<file path="config.mk">
export PLATFORM = sky130hd
export DESIGN_NAME = mult_div_unit
export DESIGN_NICKNAME = d
export VERILOG_FILES = /design/src/rtl/mult_div_unit.sv
export SDC_FILE = /design/constraint.sdc
export NUM_CORES = 1
export LEC_CHECK = 0
export BUFFER_PORTS_ARGS = -buffer_cell sky130_fd_sc_hd__buf_2
export CORE_MARGIN = 1
export CORE_UTILIZATION = 55
export CTS_CLUSTER_DIAMETER = 40
export DETAILED_ROUTE_END_ITERATION = 12
export PLACE_DENSITY_LB_ADDON = 0.25
export SYNTH_ARGS = -nofsm -noshare
export SYNTH_HDL_FRONTEND = slang
export SYNTH_SLANG_ARGS = --single-unit
</file>
<file path="constraint.sdc">
create_clock -name clk -period 14 [get_ports clk]
set_input_delay 0.7 -clock clk [delete_from_list [all_inputs] [get_ports clk]]
set_output_delay 0.7 -clock clk [all_outputs]
set_load 0.005 [all_outputs]
</file>
<file path="src/rtl/mult_div_unit.sv">
// Iterative signed multiply/divide unit: radix-2 Booth multiply and restoring
// divide on magnitudes, WIDTH iterations per operation, one-cycle done/div0 pulses.
module mult_div_unit #(
  parameter int WIDTH = 32
) (
  input  logic             clk,
  input  logic             reset,
  input  logic             multStart,
  input  logic             divStart,
  input  logic [WIDTH-1:0] a,
  input  logic [WIDTH-1:0] b,
  output logic [WIDTH-1:0] hiOut,
  output logic [WIDTH-1:0] loOut,
  output logic             busy,
  output logic             done,
  output logic             div0
);

  localparam int AW = 2 * WIDTH + 2;
  localparam int CW = $clog2(WIDTH);
  localparam logic [CW-1:0] LAST_ITER = CW'(WIDTH - 1);

  typedef enum logic [1:0] {IDLE, MULT_RUN, DIV_RUN, FINISH} state_e;

  state_e           state_q, state_d;
  logic [CW-1:0]    cnt_q, cnt_d;
  logic [AW-1:0]    acc_q, acc_d;
  logic [WIDTH-1:0] m_q, m_d;
  logic             neg_quo_q, neg_quo_d;
  logic             neg_rem_q, neg_rem_d;
  logic [WIDTH-1:0] hi_q, hi_d, lo_q, lo_d;
  logic             busy_q, busy_d, done_q, done_d, div0_q, div0_d;

  logic [WIDTH-1:0] a_mag, b_mag;
  assign a_mag = a[WIDTH-1] ? -a : a;
  assign b_mag = b[WIDTH-1] ? -b : b;

  // Booth step: the upper partial product carries one guard bit so that
  // subtracting the most negative multiplicand cannot overflow.
  logic [WIDTH:0] p_hi, m_ext, p_sum;
  logic [AW-1:0]  booth_nx;
  assign p_hi  = acc_q[AW-1:WIDTH+1];
  assign m_ext = {m_q[WIDTH-1], m_q};

  always_comb begin
    unique case (acc_q[1:0])
      2'b01:   p_sum = p_hi + m_ext;
      2'b10:   p_sum = p_hi - m_ext;
      default: p_sum = p_hi;
    endcase
  end

  assign booth_nx = {p_sum[WIDTH], p_sum, acc_q[WIDTH:1]};

  // Restoring divide step on {remainder, quotient} held in acc_q[2W-1:0].
  logic [WIDTH:0]   rem_sh, trial;
  logic [WIDTH-1:0] rem_new;
  logic [AW-1:0]    div_nx;
  assign rem_sh  = acc_q[2*WIDTH-1:WIDTH-1];
  assign trial   = rem_sh - {1'b0, m_q};
  assign rem_new = trial[WIDTH] ? rem_sh[WIDTH-1:0] : trial[WIDTH-1:0];
  assign div_nx  = {2'b00, rem_new, acc_q[WIDTH-2:0], ~trial[WIDTH]};

  always_comb begin
    // NOTE: every variable gets a default here so no path can infer a latch.
    state_d   = state_q;
    cnt_d     = cnt_q;
    acc_d     = acc_q;
    m_d       = m_q;
    neg_quo_d = neg_quo_q;
    neg_rem_d = neg_rem_q;
    hi_d      = hi_q;
    lo_d      = lo_q;
    busy_d    = busy_q;
    done_d    = 1'b0;
    div0_d    = 1'b0;

    unique case (state_q)
      IDLE: begin
        if (multStart) begin
          m_d     = a;
          acc_d   = {{(WIDTH + 1){1'b0}}, b, 1'b0};
          cnt_d   = '0;
          busy_d  = 1'b1;
          state_d = MULT_RUN;
        end else if (divStart) begin
          if (b != '0) begin
            m_d       = b_mag;
            acc_d     = {{(WIDTH + 2){1'b0}}, a_mag};
            neg_quo_d = a[WIDTH-1] ^ b[WIDTH-1];
            neg_rem_d = a[WIDTH-1];
            cnt_d     = '0;
            busy_d    = 1'b1;
            state_d   = DIV_RUN;
          end else begin
            div0_d = 1'b1;
          end
        end
      end
      MULT_RUN, DIV_RUN: begin
        acc_d = (state_q == DIV_RUN) ? div_nx : booth_nx;
        cnt_d = cnt_q + CW'(1);
        // The result is registered on the edge entering FINISH so it is
        // valid in the same cycle that done is high.
        if (cnt_q == LAST_ITER) begin
          state_d = FINISH;
          busy_d  = 1'b0;
          done_d  = 1'b1;
          if (state_q == DIV_RUN) begin
            lo_d = neg_quo_q ? -div_nx[WIDTH-1:0] : div_nx[WIDTH-1:0];
            hi_d = neg_rem_q ? -div_nx[2*WIDTH-1:WIDTH] : div_nx[2*WIDTH-1:WIDTH];
          end else begin
            {hi_d, lo_d} = booth_nx[2*WIDTH:1];
          end
        end
      end
      FINISH:  state_d = IDLE;
      default: state_d = IDLE;
    endcase
  end

  // NOTE: sequential state uses non-blocking assignments only.
  always_ff @(posedge clk or negedge reset) begin
    if (!reset) begin
      state_q   <= IDLE;
      cnt_q     <= '0;
      acc_q     <= '0;
      m_q       <= '0;
      neg_quo_q <= 1'b0;
      neg_rem_q <= 1'b0;
      hi_q      <= '0;
      lo_q      <= '0;
      busy_q    <= 1'b0;
      done_q    <= 1'b0;
      div0_q    <= 1'b0;
    end else begin
      state_q   <= state_d;
      cnt_q     <= cnt_d;
      acc_q     <= acc_d;
      m_q       <= m_d;
      neg_quo_q <= neg_quo_d;
      neg_rem_q <= neg_rem_d;
      hi_q      <= hi_d;
      lo_q      <= lo_d;
      busy_q    <= busy_d;
      done_q    <= done_d;
      div0_q    <= div0_d;
    end
  end

  assign hiOut = hi_q;
  assign loOut = lo_q;
  assign busy  = busy_q;
  assign done  = done_q;
  assign div0  = div0_q;

endmodule

</file>
Word level (Yosys, flattened, before mapping)
Cells that the tools add are included.
Cells by class
  bitwise gates (word level): 3
  $add $sub $neg: 8
  equal/unequal tests: 9
  multiplexer cells: 36
  reduce and logical (&&, ||, !) cells: 12
Operators by type and width (count)
  two-way mux 32 bit: 10
  two-way mux 66 bit: 4
  case mux 66 bit (2 select lines): 1
  negation 32 bit: 4
  case mux 33 bit (2 select lines): 1
  adder 33 bit: 1
  subtractor 33 x 32 -> 33 bit: 1
  subtractor 33 bit: 1
  nonzero test 32 bit: 1
  two-way mux 5 bit: 3
  two-way mux 1 bit: 10
  case mux 5 bit (2 select lines): 1
  AND reduction 3 bit: 3
  two-way mux 2 bit: 4
  AND reduction 4 bit: 2
  == test 2 bit (second input constant): 3
  != test 3 bit (second input constant): 2
  case mux 2 bit (3 select lines): 1
  nonzero test 2 bit: 3
  adder 5 x 1 -> 5 bit (second input constant): 1
  == test 5 bit (second input constant): 1
  == test 2 x 1 -> 1 bit (second input constant): 2
  zero test 2 bit: 1
  != test 2 bit (second input constant): 1
  other kinds (5): 6
Word-level totals
  logic and storage cells: 79
  output and inout port bits: 67
  bits of input ports: 68
  register bits: 174

Longest topological paths before layout
Gate-level depths: netlist (run 1).
  depth after elaboration: 6
  mapped depth: 22
  gate-level depth less buffers: 20

Worst setup path after synthesis (run 1)
Ideal clock, no wire load.
  kind: flip-flop to flip-flop
  start point: reg acc_q[31]
  end point: reg hi_q[30], in the netlist hiOut[30]
  path slack: 9281 ps
  period minus slack after synthesis: 4719 ps
  setup time: 95 ps
  cell stages (with the launch flop): 23
  required time: 13905 ps
  path buffers: 2
  arrival: 4623 ps
  cells stage by stage: dfrtp_1 -> inv_1 -> ha_1 -> fa_1 -> nor2b_1 -> o31a_1 -> o211ai_2 -> a211oi_4 -> o31a_4 -> nand2_4 -> clkinv_4 -> buf_4 -> buf_2 -> nor2_1 -> a21oi_1 -> ha_1 -> nand3_1 -> a21oi_1 -> a31oi_4 -> or4b_4 -> o31ai_2 -> xor2_1 -> o31ai_1
Between the ends
  longest elaborated chain between the ends: 5
Ends and longest elaborated chain
  start, declared: RTL line 27  | logic [AW-1:0] acc_q, acc_d;
  start signal, assigned: RTL line 127  | acc_q <= '0;
  start signal, assigned: RTL line 139  | acc_q <= acc_d;
  subtractor 33 x 32 -> 33 bit: RTL line 60  | assign trial = rem_sh - {1'b0, m_q};
  two-way mux 32 bit (*): RTL line 61  | assign rem_new = trial[WIDTH] ? rem_sh[WIDTH-1:0] : trial[WIDTH-1:0];
  negation 32 bit: RTL line 111  | hi_d = neg_rem_q ? -div_nx[2*WIDTH-1:WIDTH] : div_nx[2*WIDTH-1:WIDTH];
  two-way mux 32 bit (*): RTL line 111
  two-way mux 32 bit (*): RTL line 109  | if (state_q == DIV_RUN) begin
  end signal, assigned: RTL line 143  | hi_q <= hi_d;
  end, declared: RTL line 31  | logic [WIDTH-1:0] hi_q, hi_d, lo_q, lo_d;
Every way passes the cells marked *; elsewhere a longest branch is shown, timed or not.
A chain may end at the register's enable or synchronous reset.

Worst setup path in the final report (run 1)
  start point: reg acc_q[31]
  end point: reg hi_q[22], in the netlist hiOut[22]
Same word-level chain as after synthesis.

==> results.ini, run 1 <==
[timing]
max_freq_ghz = 0.163
final-max-slew-violation-count = 0
hold_slack_ns = 0.145
fin_crit_ns = 6.13
min_period_over_period = 0.438
worst_pin_slew_ns = 1.30
setup_violations = 0
rsz0062_at_grt = no
setup-tns-final_ns = 0
fin_worst_skew_ns = 0.0158
finalHoldViolations = 0
slew_headroom = 0.124

[setup_path]
worst-setup-path-type = reg -> reg
crit_path_start_kind = flop
path_max_fanout = 39
r2r-start = acc_q[31]
end_kind = flop
rrSetupSlack_ns = 7.87
timing.rr.end = hiOut[22]
r2r_cells = 20
crit_required_ns = 14.31
crit_arrival_ns = 6.44

[routing]
viasPerCell = 6.55
ant_nets = 0
wire_per_inst_um = 22.8
route.detailed.drc = 0
drt-pass1-iter-count = 8
wl_mm = 60.1
vias = 17304
first_iter_violations = 1906

[clocking]
root_buffer = clkbuf_16
cts_setup_buffers = 0
numCtsBuffers = 17
clk_latency_ns = 0.46
clk_path_buf_depth = 2
clkTransAtPathRegs_ns = 0.07
h-tree-depth = 4
ctsHoldBuffers = 0
clock_sinks = 173
cts_tree = built
ctsResizeCount = 0

[logic_synthesis]
synth-seq-cells = 173
synth_edf_count = 0
synth.net_count = 2344
synth_warnings = 0
synth_ff_type = dfrtp_1
ys_types = 98
yosysSeqAreaShare = 0.261
syn_area_sq_um = 16600
ys_async_sr_fraction = 1.00
synth_area_per_cell_sq_um = 7.55
synth_cells = 2199

[global_routing]
antenna_found_initial = 2
grt_max_degree = 118
grt_pass1_vias = 15915
grt_pass1_wl_mm = 91.7
grt_overflow = 0
grt_usage = 0.387

[final_layout]
multiInputGateArea_sq_um = 11500
seq_area_sq_um = 4330
fillers = 2792
final_common_cell = nand2_1
final_layout_size_suffix_gt1_frac = 0.108
num-nets-final = 2385
mostFrequentLayoutCells = nand2_1 (295), o21ai_0 (239), a21oi_1 (213)
syn_to_final_growth_pct = 8.26

[die]
die_area_sq_um = 30900
die_w_um = 176
initial_core_util = 0.559
die_h_um = 176
core_sq_um = 29700
rows = 63
io_pins = 135

[worst_hold_path]
min_path_type = in -> async

[flow_run]
cap_violations = 0

[run_status]
status = finished, final reports clean

[placement]
hpwl_mm = 46.0
place_congestion = 0.988
port_buffers = 134

==> worst max-delay path, cell delays in order, from the launching register on <==
cell and delay, ns:
dfrtp_1 0.41, inv_1 0.11, ha_1 0.23, fa_1 0.40, nor2b_1 0.21, o31a_1 0.29
o211ai_2 0.24, a211oi_4 0.47, o41ai_4 0.09, buf_4 0.23, nand2_4 0.49, clkinv_4 0.46
a21oi_1 0.39, ha_1 0.32, nand3_1 0.13, a21oi_1 0.23, a31oi_4 0.12, or4b_4 0.65
o21ai_0 0.23, xor2_1 0.17, o21ai_1 0.08
==> area by class of cell <==
class	instances	share of cell area
Tap cell	390	0.0271
Multi-Input combinational cell	1813	0.638
Sequential cell	173	0.241
Timing Repair Buffer	151	0.0449
Clock buffer	22	0.0275
Inverter	84	0.0178
Clock inverter	9	0.00410
Antenna cell	1	0.000139
==> metal layers <==
| metal | track usage | vias up | routed length [um] |
|---|---|---|---|
| li1 | - | 7993 | - |
| met1 | 0.506 | 8205 | 24600 |
| met2 | 0.618 | 936 | 27200 |
| met3 | 0.0634 | 168 | 5290 |
| met4 | 0.193 | 2 | 2980 |
| met5 | 0 | - | 24 |
==> how the worst max path moves through the flow <==
stage	depth (start not counted)	start	to
2_1_floorplan	22	acc_q[31]	hiOut[30]
3_3_place_gp	20	acc_q[31]	hiOut[30]
3_5_place_dp	20	acc_q[31]	hiOut[30]
4_1_cts	20	acc_q[31]	hiOut[22]
5_1_grt	19	m_q[8]	hiOut[22]
6_report	20	acc_q[31]	hiOut[22]
==> per-stage QoR <==
stage | worst slack [ns] | cell area (sq um) | std cells | utilization
finish | 7.87 | 18000 | 2643 | 0.605
global route | 7.57 | 18000 | 2642 | 0.605
detailed placement | 8.04 | 17400 | 2611 | 0.586
global placement | 8.22 | 17400 | 2611 | 0.586
floorplan | 9.28 | 16600 | 2199 | -
CTS | 8.00 | 18000 | 2642 | 0.605
==> flip-flops by register name (all words and copies together), names as in the netlist <==
signal	cells
m_q	32
cnt_q	5
done	1
loOut	32
neg_rem_q	1
neg_quo_q	1
state_q	2
busy	1
acc_q	65
div0	1
hiOut	32
==> cell families after synthesis <==
kind of cell             synth area share
AO/OA/AOI/OAI                       0.286
XOR/XNOR                           0.0986
adder cells (fa/ha/maj)            0.0589
buffers and inverters              0.0513
flip-flops                          0.261
multiplexers                       0.0407
AND/OR/NAND/NOR                     0.204
==> synth_stat cells (10+ instances only) <==
| master | instances | area (sq um) |
|---|---|---|
| nand3_1 | 39 | 195 |
| o31ai_1 | 48 | 360 |
| nor2b_1 | 22 | 138 |
| xor2_1 | 99 | 867 |
| o21bai_1 | 10 | 75.1 |
| nand2b_1 | 15 | 93.8 |
| o21ai_1 | 14 | 70.1 |
| a21oi_1 | 213 | 1070 |
| mux2i_1 | 52 | 521 |
| and3_1 | 23 | 144 |
| nor3_1 | 47 | 235 |
| dfrtp_1 | 173 | 4330 |
| or3_1 | 17 | 106 |
| ha_1 | 75 | 938 |
| clkbuf_1 | 92 | 345 |
| o21ai_0 | 239 | 1200 |
| o21a_1 | 11 | 82.6 |
| buf_1 | 15 | 56.3 |
| mux2_2 | 10 | 113 |
| a31oi_1 | 24 | 150 |
| nor4_1 | 18 | 113 |
| xnor2_1 | 88 | 771 |
| a21o_1 | 34 | 255 |
| a211oi_1 | 31 | 233 |
| nor2_1 | 181 | 679 |
| nand2_1 | 296 | 1110 |
| inv_1 | 81 | 304 |
| or4_1 | 14 | 105 |
| buf_2 | 16 | 80.1 |
| o211ai_1 | 11 | 82.6 |
| o41ai_1 | 15 | 131 |
Power of run 1 is left out: the tool's default activity adds up to more than one toggle a clock period on the data nets, which glitch-free logic cannot reach.
==> inputs of run 2 (changes only) <==
Clock period 14 ns to 5.9 ns, I/O delays scaled along.
==> results.ini, run 2 (synthesis results as in run 1) <==
[routing]
drt-pass1-iter-count = 7  ; -1
wire_per_inst_um = 22.7  ; -0.24%
ant_nets = 0  ; unchanged
viasPerCell = 6.48  ; -0.98%
vias = 17166  ; -0.80%
route.detailed.drc = 0  ; unchanged
first_iter_violations = 1638  ; -14%
wl_mm = 60.1  ; about the same

[timing]
slew_headroom = 0.297  ; +0.173
fin_crit_ns = 5.32  ; -0.809 ns
max_freq_ghz = 0.188  ; +15%
min_period_over_period = 0.902  ; +0.464
rsz0062_at_grt = no
setup_violations = 0  ; unchanged
worst_pin_slew_ns = 1.05  ; -0.252 ns
finalHoldViolations = 30  ; +30
setup-tns-final_ns = 0  ; unchanged
fin_worst_skew_ns = 0.0139  ; -0.00191 ns
final-max-slew-violation-count = 0  ; unchanged
hold_slack_ns = -0.0343  ; -0.179 ns

[global_routing]
grt_overflow = 0  ; unchanged
antenna_found_initial = 0  ; -2
grt_max_degree = 113  ; -4.2%
grt_usage = 0.390  ; +0.00280
grt_pass1_wl_mm = 92.5  ; +0.92%
grt_pass1_vias = 16053  ; +0.87%

[final_layout]
mostFrequentLayoutCells = nand2_1 (295), o21ai_0 (239), a21oi_1 (213)
largest_register_ffs = 65  ; unchanged
syn_to_final_growth_pct = 8.62
diodes = 0  ; -1
regMostFlops = acc_q
final_common_cell = nand2_1
num-nets-final = 2390  ; +0.21%
final_layout_size_suffix_gt1_frac = 0.110  ; +0.00237

[clocking]
h-tree-depth = 4  ; unchanged
clk_path_buf_depth = 2  ; unchanged
ctsHoldBuffers = 0  ; unchanged
cts_tree = built
clock_sinks = 173  ; unchanged
root_buffer = clkbuf_16
clkTransAtPathRegs_ns = 0.08  ; about the same
numCtsBuffers = 17  ; unchanged
cts_setup_buffers = 0  ; unchanged
ctsResizeCount = 0  ; unchanged
clk_latency_ns = 0.46  ; about the same

[setup_path]
crit_arrival_ns = 5.63  ; -0.81 ns
worst-setup-path-type = reg -> reg
end_kind = flop
path_max_fanout = 15  ; -62%
crit_required_ns = 6.21  ; -8.10 ns
crit_path_start_kind = flop

[placement]
place_congestion = 0.980  ; -0.81%
hpwl_mm = 46.1  ; +0.23%
port_buffers = 134  ; unchanged

[run_status]
status = finished, violations left
failed_checks = hold timing

[die]
rows = 63  ; unchanged
core_sq_um = 29700  ; unchanged
die_w_um = 176  ; unchanged
io_pins = 135  ; unchanged
die_h_um = 176  ; unchanged
initial_core_util = 0.559  ; unchanged
die_area_sq_um = 30900  ; unchanged

[flow_run]
cap_violations = 0  ; unchanged

[worst_hold_path]
min_path_type = in -> async

==> run 2: cell types whose count changed in the layout (fill, tap and decap cells not counted) <==
cell | previous run | this run
buf_4 | 18 | 23
clkbuf_8 | 5 | 0
inv_8 | 2 | 6
clkinv_8 | 0 | 3
clkinv_2 | 2 | 0
clkinv_4 | 2 | 4
clkinvlp_4 | 2 | 1
diode_2 | 1 | 0
==> run 2: through the flow <==
| stage | cells | cell area [sq um] | setup WS, ns | utilization |
|---|---|---|---|---|
| 3_3_place_gp | 2616 | 17500 | 0.856 | 0.587 |
| 5_1_grt | 2648 | 18000 | 0.327 | 0.607 |
| 3_5_place_dp | 2616 | 17500 | 0.740 | 0.587 |
| 2_1_floorplan | 2199 | 16600 | 1.18 | - |
| 6_report | 2648 | 18000 | 0.579 | 0.607 |
| 4_1_cts | 2648 | 18000 | 0.712 | 0.607 |
==> run 2: path summary, 6_finish.rpt <==
| path | cells after the start | start | slack [ns] | to |
|---|---|---|---|---|
| max in group asynchronous | 2 | reset | 4.42 | acc_q[36] |
| min in group clk | 2 | divStart | 0.13 | div0 |
| hold reg to reg | 2 | loOut[16] | 0.48 | loOut[16] |
| hold / removal | 1 | reset | -0.03 | hiOut[17] |
| setup / recovery | 20 | acc_q[31] | 0.58 | hiOut[30] |
| setup reg to reg | 20 | acc_q[31] | 0.58 | hiOut[30] |
==> run 2: layer usage <==
| metal | global-route usage | vias up | wire length [um] |
|---|---|---|---|
| met5 | 0 | - | 0 |
| met4 | 0.189 | 0 | 3020 |
| met2 | 0.625 | 946 | 27300 |
| met3 | 0.0632 | 163 | 5270 |
| li1 | - | 8031 | - |
| met1 | 0.509 | 8026 | 24500 |
==> run 2: layout make-up <==
cell class / count / area [sq um]
clock buffer: 17 / 425
clock inverter: 15 / 168
fill: 2734 / 11700
inverter: 84 / 320
multi-input combinational: 1813 / 11500
sequential: 173 / 4330
tap: 390 / 488
timing repair buffer: 156 / 845
==> run 2: worst max-delay path, cell delays in order (launching register included) <==
cell      delay, ns
dfrtp_1        0.39
inv_1          0.10
ha_1           0.23
fa_1           0.44
nor2b_1        0.20
o31a_1         0.28
o211ai_2       0.25
a211oi_4       0.53
o31a_4         0.36
nand2_4        0.09
clkinv_4       0.09
nor2_1         0.04
a21oi_1        0.24
ha_1           0.32
nand3_1        0.13
a21oi_1        0.25
a31oi_4        0.12
or4b_4         0.64
o31ai_2        0.22
xor2_1         0.16
o31ai_1        0.07
Power of run 2 is left out for the same reason.
